## src/rtl/cnn_layer_accel_wht_cfg_streamer_pkg.sv

```systemverilog
// rtl/cnn_layer_accel_wht_cfg_streamer_pkg.sv - shared constants and state encoding for the weight-table streamer
package cnn_layer_accel_wht_cfg_streamer_pkg;

   localparam int KERNEL_3x3_COUNT_FULL_MINUS_1 = 8;
   localparam int MAX_BRAM_3x3_KERNELS          = 64;
   localparam int WEIGHT_WIDTH                  = 16;

   typedef enum logic [2:0] {
      ST_IDLE   = 3'd0,
      ST_CLEAR  = 3'd1,
      ST_LOAD   = 3'd2,
      ST_CHECK  = 3'd3,
      ST_FINISH = 3'd4
   } wht_cfg_state_e;

endpackage

```

## src/rtl/cnn_layer_accel_wht_cfg_cksum.sv

```systemverilog
// rtl/cnn_layer_accel_wht_cfg_cksum.sv - 16-bit modular sum of loaded weights and sticky compare against the trailing checksum word
`ifdef WHT_CFG_CHECKSUM_EN
module cnn_layer_accel_wht_cfg_cksum
   import cnn_layer_accel_wht_cfg_streamer_pkg::*;
(
   input  logic                    clk,
   input  logic                    rst,
   input  logic                    clear_i,
   input  logic                    acc_en_i,
   input  logic                    chk_en_i,
   input  logic [WEIGHT_WIDTH-1:0] data_i,
   output logic                    error_o
);
   logic [WEIGHT_WIDTH-1:0] sum_q;
   logic                    error_q;

   always_ff @(posedge clk) begin
      if (rst || clear_i) begin
         sum_q   <= '0;
         error_q <= 1'b0;
      end else begin
         if (acc_en_i) sum_q <= sum_q + data_i;
         if (chk_en_i && (data_i != sum_q)) error_q <= 1'b1;
      end
   end

   assign error_o = error_q;

endmodule
`endif

```

## src/rtl/cnn_layer_accel_wht_cfg_streamer.sv

```systemverilog
// rtl/cnn_layer_accel_wht_cfg_streamer.sv - streams 9 weights per kernel into the CE weight table
// Optional trailing checksum word and cfg_error flag under WHT_CFG_CHECKSUM_EN.
module cnn_layer_accel_wht_cfg_streamer
   import cnn_layer_accel_wht_cfg_streamer_pkg::*;
#(
   parameter int C_CLG2_MAX_KERNELS   = $clog2(MAX_BRAM_3x3_KERNELS),
   parameter int C_WEIGHTS_PER_KERNEL = KERNEL_3x3_COUNT_FULL_MINUS_1 + 1
) (
   input  logic                          clk,
   input  logic                          rst,
   input  logic                          start,
   input  logic [C_CLG2_MAX_KERNELS-1:0] num_kernels,
   input  logic                          wht_in_valid,
   input  logic [WEIGHT_WIDTH-1:0]       wht_in_data,
   output logic                          wht_in_ready,
   output logic                          job_accept,
   output logic                          config_mode,
   output logic                          wht_config_wren,
   output logic [WEIGHT_WIDTH-1:0]       wht_config_data,
   output logic                          kernel_config_valid,
   output logic                          busy,
   output logic                          done,
   output logic                          cfg_error
);
   localparam int             WCW       = $clog2(C_WEIGHTS_PER_KERNEL);
   localparam logic [WCW-1:0] LAST_WORD = WCW'(C_WEIGHTS_PER_KERNEL - 1);

   wht_cfg_state_e                state_q;
   logic [WCW-1:0]                word_cnt_q;
   logic [C_CLG2_MAX_KERNELS-1:0] kern_cnt_q;
   logic [C_CLG2_MAX_KERNELS-1:0] num_kernels_q;
   logic                          job_accept_q;
   logic                          config_mode_q;
   logic                          wren_q;
   logic                          kcv_q;
   logic                          done_q;
   logic [WEIGHT_WIDTH-1:0]       data_q;
   logic                          hs;

   assign wht_in_ready = (state_q == ST_LOAD) || (state_q == ST_CHECK);
   assign hs           = wht_in_valid && wht_in_ready;

   always_ff @(posedge clk) begin
      if (rst) begin
         state_q       <= ST_IDLE;
         word_cnt_q    <= '0;
         kern_cnt_q    <= '0;
         num_kernels_q <= '0;
         job_accept_q  <= 1'b0;
         config_mode_q <= 1'b0;
         wren_q        <= 1'b0;
         kcv_q         <= 1'b0;
         done_q        <= 1'b0;
         data_q        <= '0;
      end else begin
         job_accept_q <= 1'b0;
         wren_q       <= 1'b0;
         kcv_q        <= 1'b0;
         done_q       <= 1'b0;
         case (state_q)
            ST_IDLE: begin
               if (start) begin
                  num_kernels_q <= num_kernels;
                  word_cnt_q    <= '0;
                  kern_cnt_q    <= '0;
                  job_accept_q  <= 1'b1;
                  config_mode_q <= 1'b1;
                  state_q       <= ST_CLEAR;
               end
            end
            ST_CLEAR: state_q <= ST_LOAD;
            ST_LOAD: begin
               if (hs) begin
                  data_q <= wht_in_data;
                  wren_q <= 1'b1;
                  if (word_cnt_q == LAST_WORD) begin
                     word_cnt_q <= '0;
                     kcv_q      <= 1'b1;
                     // kern_cnt holds at the last kernel so it never passes num_kernels
                     if (kern_cnt_q == num_kernels_q) begin
`ifdef WHT_CFG_CHECKSUM_EN
                        state_q <= ST_CHECK;
`else
                        state_q <= ST_FINISH;
`endif
                     end else begin
                        kern_cnt_q <= kern_cnt_q + C_CLG2_MAX_KERNELS'(1);
                     end
                  end else begin
                     word_cnt_q <= word_cnt_q + WCW'(1);
                  end
               end
            end
            ST_CHECK: if (hs) state_q <= ST_FINISH;
            ST_FINISH: begin
               config_mode_q <= 1'b0;
               done_q        <= 1'b1;
               state_q       <= ST_IDLE;
            end
            default: state_q <= ST_IDLE;
         endcase
      end
   end

   assign job_accept          = job_accept_q;
   assign config_mode         = config_mode_q;
   assign wht_config_wren     = wren_q;
   assign wht_config_data     = data_q;
   assign kernel_config_valid = kcv_q;
   assign done                = done_q;
   assign busy                = (state_q != ST_IDLE) || done_q;

`ifdef WHT_CFG_CHECKSUM_EN
   cnn_layer_accel_wht_cfg_cksum u_cksum (
      .clk      (clk),
      .rst      (rst),
      .clear_i  ((state_q == ST_IDLE) && start),
      .acc_en_i (hs && (state_q == ST_LOAD)),
      .chk_en_i (hs && (state_q == ST_CHECK)),
      .data_i   (wht_in_data),
      .error_o  (cfg_error)
   );
`else
   assign cfg_error = 1'b0;
`endif

endmodule
```

## config.mk

```make
export PLATFORM = sky130hd
export DESIGN_NAME = cnn_layer_accel_wht_cfg_streamer
export DESIGN_NICKNAME = d
export VERILOG_FILES = /design/src/rtl/cnn_layer_accel_wht_cfg_streamer_pkg.sv /design/src/rtl/cnn_layer_accel_wht_cfg_cksum.sv /design/src/rtl/cnn_layer_accel_wht_cfg_streamer.sv
export SDC_FILE = /design/constraint.sdc
export NUM_CORES = 1
export LEC_CHECK = 0
export ABC_AREA = 0
export CAP_MARGIN = 20
export CORE_ASPECT_RATIO = 0.8
export CORE_MARGIN = 4
export CORE_UTILIZATION = 42
export DETAILED_ROUTE_END_ITERATION = 10
export PLACE_DENSITY = 0.75
export SETUP_SLACK_MARGIN = 0.05
export SLEW_MARGIN = 15
export SYNTH_ARGS = -nofsm -noshare
export SYNTH_HDL_FRONTEND = slang
export SYNTH_SLANG_ARGS = --single-unit
```

## constraint.sdc

```tcl
create_clock -name clk -period 1.8 [get_ports clk]
set_input_delay 0.27 -clock clk [delete_from_list [all_inputs] [get_ports clk]]
set_output_delay 0.27 -clock clk [all_outputs]
set_load 0.01 [all_outputs]
```

==> results.md, run 1 <==
- Layout area overhead: 46.7%
- Fillers: 341
- Final Hold Violating Endpoints: 0
- WL met2: 1690 µm
- Synth Net Count: 227
- Die Ht: 64.6 µm
- P_leak: 0.896 nW
- Cell count after synthesis: 198
- Core Box Area: 0.00383 mm²
- Peak VDD IR: 0.667 mV
- Synth warn: 0
- Total gr overflow: 0
- CTS tree: done
- Required @ worst endpoint: 2.03 ns
- Primary FF master, synth: dfxtp_1
- DRT iter0 DRCs: 104
- Max cap viols: 0
- Post-synth EDFFs: 0
- Dpl hpwl: 2970 µm
- Fin Setup TNS: 0 ns
- Post-synth top area cell: dfxtp_1
- Critical-path top delay cell: a2111oi_4
- Vias: 1532
- # diodes: 0
- Wl on met1: 1960 µm
- Buf/Inv on CP: 1
- Drt drc: 0
- Max FO, Critical Path: 8
- Die area: 0.00509 mm²
- Synth top area cells: dfxtp_1 48%, nand2_1 12%, a21oi_1 9.2%
- Max clock buf depth: 2
- First-pass GRT wire length: 6750 µm
- Synth cell count leaders: 52 x nand2_1, 40 x dfxtp_1, 31 x a21oi_1
- Slew Limit Fails: 0
- Nets: 289
- Vias in the first global route: 1469
- TritonCTS buffer count: 5
- Most common cell in the netlist: nand2_1
- Worst EP arrival: 1.97 ns
- Routed wire length: 3990 µm
- CTS sink cnt: 40
- Inst Count DP: 306
- Non-Filler Instances: 316
- Port bufs: 48
- Synthesized area per cell: 8.51 µm²
- Min-delay worst type: reg -> reg
- Initial Util: 44.0%
- Worst skew pair latency: 0.29 ns
- Status: finished clean
- Sequential share of the synthesized area: 47.5%
- Final Skew: 0.00456 ns
- Clock-pin slew on the worst setup and hold paths: 0.08 ns
- Crit path capture type: register
- Tcrit/Tclk final: 96.4%
- Synth unique cells: 41
- Setup Viol. Count Final: 0
- Initial antenna violation count: 0
- Wire per inst: 12.6 µm
- RSZ-0062 raised after global routing: true
- Fin area: 0.00247 mm²
- GRT Resource Usage Total: 16.9%
- DIE WIDTH: 78.8 µm
- Synth top area share: 47.5%
- Placed Area: 0.00230 mm²
- Cts hold-fix bufs: 0
- Metal3 WL: 286 µm
- CP peak stage delay: 0.40 ns
- Placer Congestion: 0.840
- Critical path cell sequence: inv_2, ha_4, nand3b_4, a2111oi_4, o21ai_4, or3b_1, a21oi_2
- Root Buffer: clkbuf_8
- Synth async-reset ratio: 0%
- Achievable Freq: 576 MHz
- Final ANT Viol Nets: 0
- Synth Register Bits: 40
- CP startpoint kind: register
- Initial DRT Pass Iterations: 4
- H-tree Lvls: 2
- Final Total Pwr: 2.33 mW
- DR top layer: met4
- Layout cells sized above 1: 16.5%
- Minimum clock period: 1.74 ns
- Cell family with most CP delay: compound AO/OA/AOI/OAI gates
- Post-Syn Area: 0.00168 mm²
- Power Density: 941 mW/mm²
- Cell Rows: 20
- Largest net degree at the start of global routing: 18
- Crit Path Class: reg -> reg
- Ports: 50
- Via density: 4.85
## layout make-up
type	instances	area, µm²	share of cell area, %
Tap cell	55	68.8	2.78
Clock buffer	7	96.3	3.90
Timing Repair Buffer	66	609	24.7
Clock inverter	1	30.0	1.22
Sequential cell	40	807	32.7
Inverter	2	7.51	0.304
Multi-Input combinational cell	145	852	34.5
## sequential cells by signal, summed over array words and instances, names as in the netlist
register,flops
kernel_config_valid,1
state_q,3
word_cnt_q,4
done,1
num_kernels_q,6
job_accept,1
config_mode,1
wht_config_wren,1
wht_config_data,16
kern_cnt_q,6
## per-stage QoR
step	setup WS (ns)	hold slack (ns)	utilization (%)
floorplan	0.0810	0.406	-
global placement	-0.0787	0.431	60.1
detailed placement	-0.117	0.439	60.1
CTS	0.0317	0.442	64.2
global route	-0.0223	0.477	64.5
finish	0.0647	0.441	64.5
## routing by layer
| metal | vias up | GRT usage, % |
|---|---|---|
| met3 | 6 | 7.36 |
| met4 | 0 | 5.24 |
| met1 | 696 | 22.4 |
| met2 | 34 | 24.6 |
| li1 | 796 | - |
| met5 | - | 0 |
## final timing paths
kind                                                 start                          to  slack, ns  depth (start not counted)
worst min register to register     state_q[0]$_SDFFE_PP0P_             done$_SDFF_PP0_       0.44                          1
worst min-delay path               state_q[0]$_SDFFE_PP0P_             done$_SDFF_PP0_       0.44                          1
worst max register to register  word_cnt_q[1]$_SDFFE_PP0P_  kern_cnt_q[0]$_SDFFE_PP0P_       0.06                          7
worst max-delay path            word_cnt_q[1]$_SDFFE_PP0P_  kern_cnt_q[0]$_SDFFE_PP0P_       0.06                          7
## logic make-up after synthesis
logic type      share of synthesized area (%)
simple gates                             25.4
compound gates                           16.3
flops                                    47.5
buf+inv                                  3.49
xor+xnor                                 3.64
fa+ha+maj                                2.23
mux                                      1.19
other cells                             0.223
## power by group
group          internal [mW]  switching (mW)  leakage, nW  total, mW
sequential             0.946          0.0492        0.327      0.995
combinational          0.277           0.260        0.505      0.537
clock                  0.489           0.305       0.0645      0.794
total                   1.71           0.614        0.896       2.33
## layout by cell type, fill, tap and decap left out, drive strengths merged
cell type	netlist	layout
and3	1	1
buf	5	18
o2111ai	1	1
o211ai	1	1
nor4b	2	2
or4	1	1
nand3b	3	3
dlygate4sd2	0	1
or3b	1	1
a211oi	1	1
nor2b	1	1
clkbuf	6	8
a2bb2oi	1	1
or2	1	1
nor3b	1	1
nand4	1	1
o31ai	1	1
nor2	9	9
and4b	1	1
xnor2	6	6
dfxtp	40	40
bufinv	0	1
inv	2	2
nor3	3	3
nand2	52	52
and4	1	1
nand3	4	4
ha	3	3
clkdlybuf4s50	0	46
a211o	1	1
mux2i	2	2
a2111oi	1	1
or3	4	4
conb	1	1
o21ai	6	6
a21oi	32	32
xor2	1	1
and2	1	1
## timing repair
item | in CTS | in global routing
pin swaps | 4 | 3
setup buffers | 2 | 0
setup endpoints to repair | 6 | 5
resized for setup | 10 | 6
No activity file was read; power rests on OpenSTA's default activity.
==> run 2, diff against run 1 <==
ABC_CLOCK_PERIOD_IN_PS = 1800   (was not set)
CORE_MARGIN = 3   (was 4)
CORE_UTILIZATION = 44   (was 42)
CTS_BUF_LIST = sky130_fd_sc_hd__clkbuf_2   (was not set)
PLACE_DENSITY = 0.78   (was 0.75)
==> results.md, run 2 (same netlist as run 1, synthesis figures left out) <==
- Final ANT Viol Nets: 0 (unchanged)
- Fin Setup TNS: 0 ns (unchanged)
- Initial DRT Pass Iterations: 4 (unchanged)
- Leading cell type in the layout, fill and taps excluded: nand2_1
- Layout area overhead: 42.5%
- Internal: 1.34 mW (-22%)
- Vias: 1555 (+1.5%)
- Max reg flops: 16 (unchanged)
- Layout cells sized above 1: 16.8% (+0.32 points)
- Max FO, Critical Path: 7 (-1)
- CP dominant cell by count: buf_6
- P_leak: 0.878 nW (-2.0%)
- Die Ht: 61.3 µm (-5.1%)
- Achievable Freq: 571 MHz (-0.84%)
- Cell Rows: 19 (-5.0%)
- GRT Resource Usage Total: 17.7% (+0.83 points)
- Vias in the first global route: 1305 (-11%)
- CTS tree: done
- Cell family with most CP delay: compound AO/OA/AOI/OAI gates
- Core Box Area: 0.00354 mm² (-7.5%)
- Min setup slack post-route: 0.0500 ns (-0.0147 ns)
- DIE WIDTH: 75.2 µm (-4.6%)
- Net Sw Power: 0.588 mW (-4.2%)
- Root Buffer: clkbuf_2
- Most frequent cells in the layout: 52 x nand2_1, 46 x clkdlybuf4s50_1, 37 x dfxtp_1
- Final Skew: 0.00931 ns (+0.00475 ns)
- Worst EP arrival: 2.08 ns (+0.11 ns)
- Logic gate share of total power: 30.3% (+7.2 points)
- Clk pwr share: 18.6% (-16 points)
- Crit Path Class: reg -> reg
- Status: finished clean
- Fin area: 0.00240 mm² (-2.9%)
- DRT iter0 DRCs: 66 (-37%)
- Placed Area: 0.00229 mm² (-0.49%)
- Power Density: 804 mW/mm² (-15%)
- RSZ-0062 raised after global routing: true
- First-pass GRT wire length: 6110 µm (-9.4%)
- Slew Limit Fails: 0 (unchanged)
- Via density: 5.12 (+5.5%)
- Wire per inst: 13.3 µm (+5.2%)
- Worst slack, placed: -0.178 ns (-0.0608 ns)
- Final Hold Violating Endpoints: 0 (unchanged)
- CTS sink cnt: 40 (unchanged)
- Ports: 50 (unchanged)
- Reg2reg start: state_q[1]$_SDFFE_PP0P_
- Drt drc: 0 (unchanged)
- Largest net degree at the start of global routing: 19 (+1)
- Placer Congestion: 0.848 (+0.93%)
- CP startpoint kind: register
- Max cap viols: 0 (unchanged)
- Critical path cell sequence: buf_6, buf_6, a2111oi_4, o21ai_4, or3b_1, a21oi_2
- Total gr overflow: 0 (unchanged)
- Nets: 291 (+0.69%)
- Crit path capture type: register
- Hold_sp: num_kernels[1]
- Peak VDD IR: 0.523 mV (-22%)
- Setup Viol. Count Final: 0 (unchanged)
- Minimum clock period: 1.75 ns (+0.0147 ns)
- Buf/Inv on CP: 2 (+1)
- Die area: 0.00461 mm² (-9.5%)
- Max clock buf depth: 2 (unchanged)
- Required @ worst endpoint: 2.13 ns (+0.10 ns)
- Clock-pin slew on the worst setup and hold paths: 0.18 ns (+0.10 ns)
- # diodes: 0 (unchanged)
- TritonCTS buffer count: 5 (unchanged)
- H-tree Lvls: 2 (unchanged)
- Tcrit/Tclk final: 97.2% (+0.82 points)
- Critical-path top delay cell: a2111oi_4
- Routed wire length: 4030 µm (+1.2%)
- Sw Ratio: 30.4% (+4.1 points)
- Initial Util: 47.5% (+3.6 points)
- Cts hold-fix bufs: 0 (unchanged)
- Share of total power in sequential cells: 51.1% (+8.3 points)
- CP peak stage delay: 0.41 ns (about the same)
- Min-delay worst type: in -> reg
- Initial antenna violation count: 0 (unchanged)
- Dpl hpwl: 2970 µm (about the same)
- Port bufs: 48 (unchanged)
- Critical path launch point: state_q[1]$_SDFFE_PP0P_
- Worst skew pair latency: 0.38 ns (+0.09 ns)
[run 2: cell count changes in the layout (fill, tap and decap cells not counted), sizes merged]
cell / before / now
clkinv: 0 / 1
bufinv: 1 / 0
buf: 18 / 21
clkbuf: 8 / 6
[run 2: area by class of cell]
type	instances	area, µm²
Clock buffer	6	30.0
Clock inverter	1	5.00
Fill cell	300	1140
Inverter	2	7.51
Multi-Input combinational cell	145	853
Sequential cell	40	807
Tap cell	42	52.6
Timing Repair Buffer	68	644
[run 2: per-stage QoR]
stage,utilization [%],instances,hold WS [ns],power [mW]
2_1_floorplan,-,198,0.406,1.29
3_3_place_gp,64.7,292,0.441,1.53
3_5_place_dp,64.7,292,0.448,1.54
4_1_cts,66.7,302,0.376,1.91
5_1_grt,67.7,304,0.380,2.04
6_report,67.7,304,0.409,1.93
[run 2: power groups by stage]
stage / registers, mW / clock network [mW] / logic [mW]
3_3_place_gp: 1.01 / 0 / 0.519
5_1_grt: 0.994 / 0.410 / 0.640
4_1_cts: 0.991 / 0.380 / 0.543
6_report: 0.986 / 0.359 / 0.585
2_1_floorplan: 1.01 / 0 / 0.274
3_5_place_dp: 1.01 / 0 / 0.528
[run 2: tightest hold or removal path: cells and delay by family]
kind / cells / cell delay (ns)
simple gates: 1 / 0.05
buf+inv: 1 / 0.39
compound gates: 1 / 0.05
[run 2: what timing repair did]
item / 4_1_cts / 5_1_grt
buffers inserted: 3 / 2
pin swaps: 6 / 6
gates cloned: 0 / 0
setup endpoints to repair: 6 / 5
resized for setup: 9 / 9
hold endpoints to repair: 0 / 0
[run 2: worst paths after layout]
kind	end	cells after the start	slack [ns]
max	kern_cnt_q[0]$_SDFFE_PP0P_	6	0.05
min	num_kernels_q[1]$_SDFFE_PP0P_	3	0.41
max reg2reg	kern_cnt_q[0]$_SDFFE_PP0P_	6	0.05
min reg2reg	wht_config_data[3]$_SDFFE_PP0N_	2	0.47
[run 2: metal layers]
| metal | global-route usage [%] | part of all wire, % | up-vias | wire [µm] |
|---|---|---|---|---|
| li1 | - | - | 804 | - |
| met1 | 25.7 | 48 | 710 | 1940 |
| met2 | 24.4 | 45 | 36 | 1820 |
| met3 | 6.53 | 6.1 | 5 | 245 |
| met4 | 5.24 | 0.94 | 0 | 38 |
| met5 | 0 | 0 | - | 0 |
